## src/rtl/fsync_pkg.sv

```systemverilog
`default_nettype none
// ============================================================================
//  Package     : fsync_pkg
//  Description : Shared helpers for fsync consumers. Derives the channel-index
//                width, gives the pending-counter ceiling and extracts one
//                count field from a packed multi-channel count bus.
//  Revision    : 1.0 - initial release
// ============================================================================
package fsync_pkg;

   // Widest packed count bus the slice helper accepts.
   localparam int unsigned c_FIELD_BUS_W = 512;

   // Returns ceil(log2(n)), but never less than 1, so a 1-bit index still exists.
   function automatic int unsigned chw_of(input int unsigned n);
      int unsigned r;
      r = 1;
      for (int unsigned i = 1; i < 32; i++) begin
         if ((32'd1 << i) < n) begin
            r = i + 1;
         end
      end
      return r;
   endfunction

   // Largest value a pw-bit saturating counter holds.
   function automatic logic [31:0] pend_max(input int unsigned pw);
      return (pw >= 32) ? 32'hFFFF_FFFF : ((32'd1 << pw) - 32'd1);
   endfunction

   // Field idx of width w from a packed count bus; the caller narrows the result.
   function automatic logic [31:0] cnt_field(input logic [c_FIELD_BUS_W-1:0] bus,
                                             input int unsigned          idx,
                                             input int unsigned          w);
      logic [c_FIELD_BUS_W-1:0] mask;
      mask = (c_FIELD_BUS_W'(1) << w) - c_FIELD_BUS_W'(1);
      return 32'((bus >> (idx * w)) & mask);
   endfunction

endpackage : fsync_pkg
`default_nettype wire

```

## src/rtl/rr_pick.sv

```systemverilog
`default_nettype none
// ============================================================================
//  Module      : rr_pick
//  Description : Combinational round-robin picker. Searches ptr+1, ptr+2, ...
//                modulo NCH and grants the first requesting index. The wrap is
//                at NCH, so non-power-of-2 channel counts are handled.
//  Ports       : req     - request vector, one bit per index
//                ptr     - index granted last; search starts just above it
//                gnt_vld - at least one request is present
//                gnt_idx - granted index (0 when gnt_vld is low)
//  Revision    : 1.0 - initial release
// ============================================================================
module rr_pick #(
   parameter int NCH = 4,
   parameter int CHW = 2
) (
   input  logic [NCH-1:0] req,
   input  logic [CHW-1:0] ptr,
   output logic           gnt_vld,
   output logic [CHW-1:0] gnt_idx
);

   logic           w_hi_vld;
   logic [CHW-1:0] w_hi_idx;
   logic           w_lo_vld;
   logic [CHW-1:0] w_lo_idx;

   // Two priority searches: lowest request strictly above ptr, and lowest
   // request overall. The first one wins, and the second covers the wrap.
   // Scanning downward leaves the lowest matching index in each result.
   always_comb begin
      w_hi_vld = 1'b0;
      w_hi_idx = '0;
      w_lo_vld = 1'b0;
      w_lo_idx = '0;
      for (int j = NCH - 1; j >= 0; j--) begin
         if (req[j] && ($unsigned(j) > 32'(ptr))) begin
            w_hi_vld = 1'b1;
            w_hi_idx = CHW'(j);
         end
         if (req[j]) begin
            w_lo_vld = 1'b1;
            w_lo_idx = CHW'(j);
         end
      end
   end

   assign gnt_vld = w_lo_vld;
   assign gnt_idx = w_hi_vld ? w_hi_idx : w_lo_idx;

endmodule : rr_pick
`default_nettype wire

```

## src/rtl/fsync_event_arb.sv

```systemverilog
`default_nettype none
// ============================================================================
//  Module      : fsync_event_arb
//  Description : Accumulates per-channel flag counts into saturating pending
//                counters. Events are sent one per transfer on a single
//                valid/ready output, round-robin across the channels.
//  Ports       : clk       - destination clock
//                rst_n     - asynchronous active-low reset
//                en        - scheduling enable (counts accumulate regardless)
//                in_cnt    - packed per-channel flag counts, IW bits each
//                out_valid - event presented
//                out_ready - consumer accepts when high with out_valid
//                out_ch    - channel of the presented event
//                pend_nz   - registered pending != 0 per channel
//                ovf       - sticky per-channel saturation loss flags
//                ovf_clr   - clears all ovf bits
//  Revision    : 1.0 - initial release
// ============================================================================
module fsync_event_arb
   import fsync_pkg::*;
#(
   parameter int NCH = 4,
   parameter int IW  = 4,
   parameter int PW  = 8,
   parameter int CHW = int'(chw_of(NCH))
) (
   input  logic              clk,
   input  logic              rst_n,
   input  logic              en,
   input  logic [NCH*IW-1:0] in_cnt,
   output logic              out_valid,
   input  logic              out_ready,
   output logic [CHW-1:0]    out_ch,
   output logic [NCH-1:0]    pend_nz,
   output logic [NCH-1:0]    ovf,
   input  logic              ovf_clr
);

   localparam logic [PW-1:0] c_PEND_MAX = PW'(pend_max(PW));

   logic           r_out_valid;
   logic [CHW-1:0] r_out_ch;
   logic [CHW-1:0] r_rr_ptr;
   logic [NCH-1:0] r_pend_nz;
   logic [NCH-1:0] r_ovf;

   logic           w_gnt_vld;
   logic [CHW-1:0] w_gnt_idx;
   logic           w_load;
   logic [NCH-1:0] w_next_nz;
   logic [NCH-1:0] w_sat;

   // Selection looks only at registered state, so out_valid never feeds back
   // combinationally into the picker.
   rr_pick #(
      .NCH (NCH),
      .CHW (CHW)
   ) u_rr_pick (
      .req     (r_pend_nz),
      .ptr     (r_rr_ptr),
      .gnt_vld (w_gnt_vld),
      .gnt_idx (w_gnt_idx)
   );

   // gnt_vld equals |pend_nz. A held (unaccepted) output blocks loading.
   assign w_load = en && (!r_out_valid || out_ready) && w_gnt_vld;

   for (genvar gi = 0; gi < NCH; gi++) begin : g_ch
      logic [IW-1:0] w_cnt;
      logic          w_dec;
      logic [PW:0]   w_sum;
      logic [PW-1:0] w_next;
      logic [PW-1:0] r_pend;

      assign w_cnt = IW'(cnt_field(c_FIELD_BUS_W'(in_cnt), gi, IW));
      assign w_dec = w_load && (w_gnt_idx == CHW'(gi));

      // One spare bit catches saturation. The decrement cannot underflow
      // because only a channel with pending >= 1 can win.
      assign w_sum  = {1'b0, r_pend} + (PW + 1)'(w_cnt) - (PW + 1)'(w_dec);
      assign w_sat[gi]     = (w_sum > {1'b0, c_PEND_MAX});
      assign w_next        = w_sat[gi] ? c_PEND_MAX : w_sum[PW-1:0];
      assign w_next_nz[gi] = (w_next != '0);

      always_ff @(posedge clk or negedge rst_n) begin
         if (!rst_n) begin
            r_pend <= '0;
         end else begin
            r_pend <= w_next;
         end
      end
   end

   always_ff @(posedge clk or negedge rst_n) begin
      if (!rst_n) begin
         r_pend_nz <= '0;
         r_ovf     <= '0;
      end else begin
         r_pend_nz <= w_next_nz;
         // A same-cycle saturation overrides the clear.
         r_ovf     <= w_sat | (ovf_clr ? '0 : r_ovf);
      end
   end

   // Reset points the pointer at the last channel so channel 0 wins first.
   always_ff @(posedge clk or negedge rst_n) begin
      if (!rst_n) begin
         r_out_valid <= 1'b0;
         r_out_ch    <= '0;
         r_rr_ptr    <= CHW'(NCH - 1);
      end else if (w_load) begin
         r_out_valid <= 1'b1;
         r_out_ch    <= w_gnt_idx;
         r_rr_ptr    <= w_gnt_idx;
      end else if (r_out_valid && out_ready) begin
         r_out_valid <= 1'b0;
      end
   end

   assign out_valid = r_out_valid;
   assign out_ch    = r_out_ch;
   assign pend_nz   = r_pend_nz;
   assign ovf       = r_ovf;

endmodule : fsync_event_arb
`default_nettype wire

```

## config.mk

```make
export PLATFORM = sky130hd
export DESIGN_NAME = fsync_event_arb
export DESIGN_NICKNAME = d
export VERILOG_FILES = /design/src/rtl/fsync_pkg.sv /design/src/rtl/rr_pick.sv /design/src/rtl/fsync_event_arb.sv
export SDC_FILE = /design/constraint.sdc
export NUM_CORES = 1
export LEC_CHECK = 0
export CAP_MARGIN = 20
export CORE_MARGIN = 2
export CORE_UTILIZATION = 47
export DETAILED_ROUTE_END_ITERATION = 10
export GPL_ROUTABILITY_DRIVEN = 0
export PLACE_DENSITY = 0.69
export SLEW_MARGIN = 15
export SYNTH_ARGS = -nofsm -noshare
export SYNTH_HDL_FRONTEND = slang
export SYNTH_HIERARCHICAL = 1
export SYNTH_SLANG_ARGS = --single-unit
export TNS_END_PERCENT = 30
```

## constraint.sdc

```tcl
create_clock -name clk -period 4.58 [get_ports clk]
set_input_delay 0.687 -clock clk [delete_from_list [all_inputs] [get_ports clk]]
set_output_delay 0.687 -clock clk [all_outputs]
set_load 0.02 [all_outputs]
```

==> qor.yml <==
grt_max_degree: 46
crit_required_ns: 4.76
antenna_found_initial: 0
io_pins: 32
r2r_setup_slack_ns: 0.81
first_iter_violations: 83
dr.pass1.iters: 4
vias: 2718
ys_ff_latch: 45
slowest_stage: "or4_1"
numCtsBuffers: 5
dieArea_um2: 8160
status: "completed"
rr_endpoint: "ovf[0]"
drive_gt1_share_pct: 7.60
rsz0062_at_grt: "false"
synth_edf_count: 0
syn_inst: 395
core-area_um2: 7250
hold_viol: 0
antenna_left: 0
drcViolationCount: 0
cts_resized: 0
maxSlewHeadroom_pct: 72.3
slew_viol_final: 0
async_reset_ff_share_pct: 100
finalCritPeriodShare_pct: 82.3
critical_path.max_fanout: 8
antenna_cells: 0
worstMarginPinSlew_ns: 0.413
grt_pass1_vias: 2689
critPathLaunchType: "flip-flop"
crit_buf_inv: 1
cts.sinks: 45
finClkSkew_ns: 0.00870
timing.rr.start: "pend_nz[3]"
cts_setup_buffers: 0
crit_path_max_incr_delay_ns: 0.59
grt_usage_pct: 17.1
arrival_ns: 3.95
routed_wl_um: 6540
clock_path_buffers: 2
cts_tree: "yes"
period_minus_slack_ns: 3.77
wire_per_inst_um: 12.3
dieWidth_um: 90.4
reg2reg_depth: 12
port_buffers: 31
crit_chain: "or4_1 > nand3_1 > nor3_1 > ha_1 > inv_1 > ha_1 > fa_1 > a21o_1 > a31o_1 > a2111oi_2 > or3_1 > o21ai_2"
ys_seq_area_share_pct: 32.2
timing.final.setup_violations: 0
synthToLayoutAreaGrowth_pct: 16.2
cts-hold-fix-buffers: 0
root_buffer: "clkbuf_8"
setup.worst_path.class: "reg2reg"
max_freq_mhz: 265
crit_top_cell: "ha_1"
hp-class: "in2async"
synth_ff_type: "dfrtp_1"
die_y_um: 90.4
viasPerCell: 5.10
yosysWarnings: 6
tns_ns: 0
htree_levels: 2
rows: 31
avgSynthCellArea_um2: 8.87
nets: 506
cap_violations: 0
dp.final_hpwl_um: 5200
synth.distinct_cells: 56
cp_top_family: "simple AND/OR/NAND/NOR gates"
initial_utilization_pct: 48.3
netlist_area_um2: 3500
synth_fp_nets: 468
overflow: 0
grt_pass1_wl_um: 11600
end_kind: "flip-flop"
clock_latency_ns: 0.31
path_clk_slew_ns: 0.09
layout make-up:
| cell class | count | area (um^2) |
|---|---|---|
| inverters | 90 | 338 |
| fillers | 687 | 3180 |
| clock buffers | 5 | 68.8 |
| flip-flops and latches | 45 | 1130 |
| well taps | 99 | 124 |
| repair buffers | 33 | 333 |
| clock inverters | 3 | 65.1 |
| multi-input cells | 258 | 2020 |
cell families after synthesis:
family	share of synthesized area [%]
compound gates	15.8
xor+xnor	5.96
fa+ha+maj	19.4
buf+inv	10.3
flops	32.2
mux	0.857
simple gates	15.5
worst max-delay path by stage:
stage                from                 to  slack [ns]  depth (start not counted)
3_3_place_gp    out_ready             ovf[0]        0.68                         13
6_report       pend_nz[3]             ovf[0]        0.81                         12
5_1_grt        pend_nz[3]             ovf[0]        0.52                         12
3_5_place_dp    out_ready             ovf[0]        0.54                         13
4_1_cts        pend_nz[3]             ovf[0]        0.80                         12
2_1_floorplan  pend_nz[3]  g_ch[0].r_pend[1]        1.13                         13
stage by stage:
stage | setup slack (ns) | cells | hold slack (ns) | area (um^2) | util, %
after floorplan | 1.13 | 395 | 0.391 | 3500 | -
after global placement | 0.676 | 524 | 0.480 | 3920 | 54.0
after detailed placement | 0.543 | 524 | 0.473 | 3920 | 54.0
after CTS | 0.798 | 532 | 0.498 | 4050 | 55.9
after global routing | 0.517 | 533 | 0.299 | 4070 | 56.1
final | 0.808 | 533 | 0.284 | 4070 | 56.1
per-layer routing:
metal  GRT usage (%)  share of wire [%]  up-vias
li1                -                  -     1394
met1            21.6                 45     1283
met2            28.9                 50       32
met3            4.01                3.9        9
met4            5.51                1.4        0
met5               0                  0        -
cells in the final DEF (no fill, tap or decap), types with 3 or more instances in the layout:
cell type | netlist | routed
mux2i_1 | 3 | 3
a21o_1 | 12 | 12
fa_1 | 4 | 4
o211ai_1 | 4 | 4
a21oi_1 | 20 | 20
nand2_1 | 32 | 32
xor2_1 | 10 | 10
clkbuf_8 | 0 | 5
dfrtp_1 | 43 | 43
or3_1 | 3 | 3
nor3_1 | 6 | 6
clkdlybuf4s50_1 | 0 | 30
nand2b_1 | 13 | 13
nor2_1 | 14 | 14
o21ai_0 | 15 | 15
xnor2_1 | 12 | 12
o21bai_1 | 3 | 3
nand2_2 | 5 | 5
a221oi_1 | 3 | 3
nand3_1 | 4 | 4
nand4_1 | 6 | 6
inv_1 | 90 | 90
ha_1 | 48 | 48
flip-flops by register name, summed over array words and instances (netlist names):
signal and count:
r_rr_ptr 2, out_valid 1, g_ch.r_pend 32, out_ch 2, pend_nz 4, ovf 4
synthesized netlist by cell type (5+ instances only):
cell type / count / area, um^2
nor3_1: 6 / 30.0
nand4_1: 6 / 37.5
nor2_1: 14 / 52.6
inv_1: 90 / 338
nand2_2: 5 / 31.3
xnor2_1: 12 / 105
a21oi_1: 20 / 100
o21ai_0: 15 / 75.1
ha_1: 48 / 601
nand2b_1: 13 / 81.3
xor2_1: 10 / 87.6
a21o_1: 12 / 90.1
nand2_1: 32 / 120
dfrtp_1: 43 / 1080
Power is not shown: default switching activity piles up to over one toggle a cycle in this logic, so the estimate is an artifact.
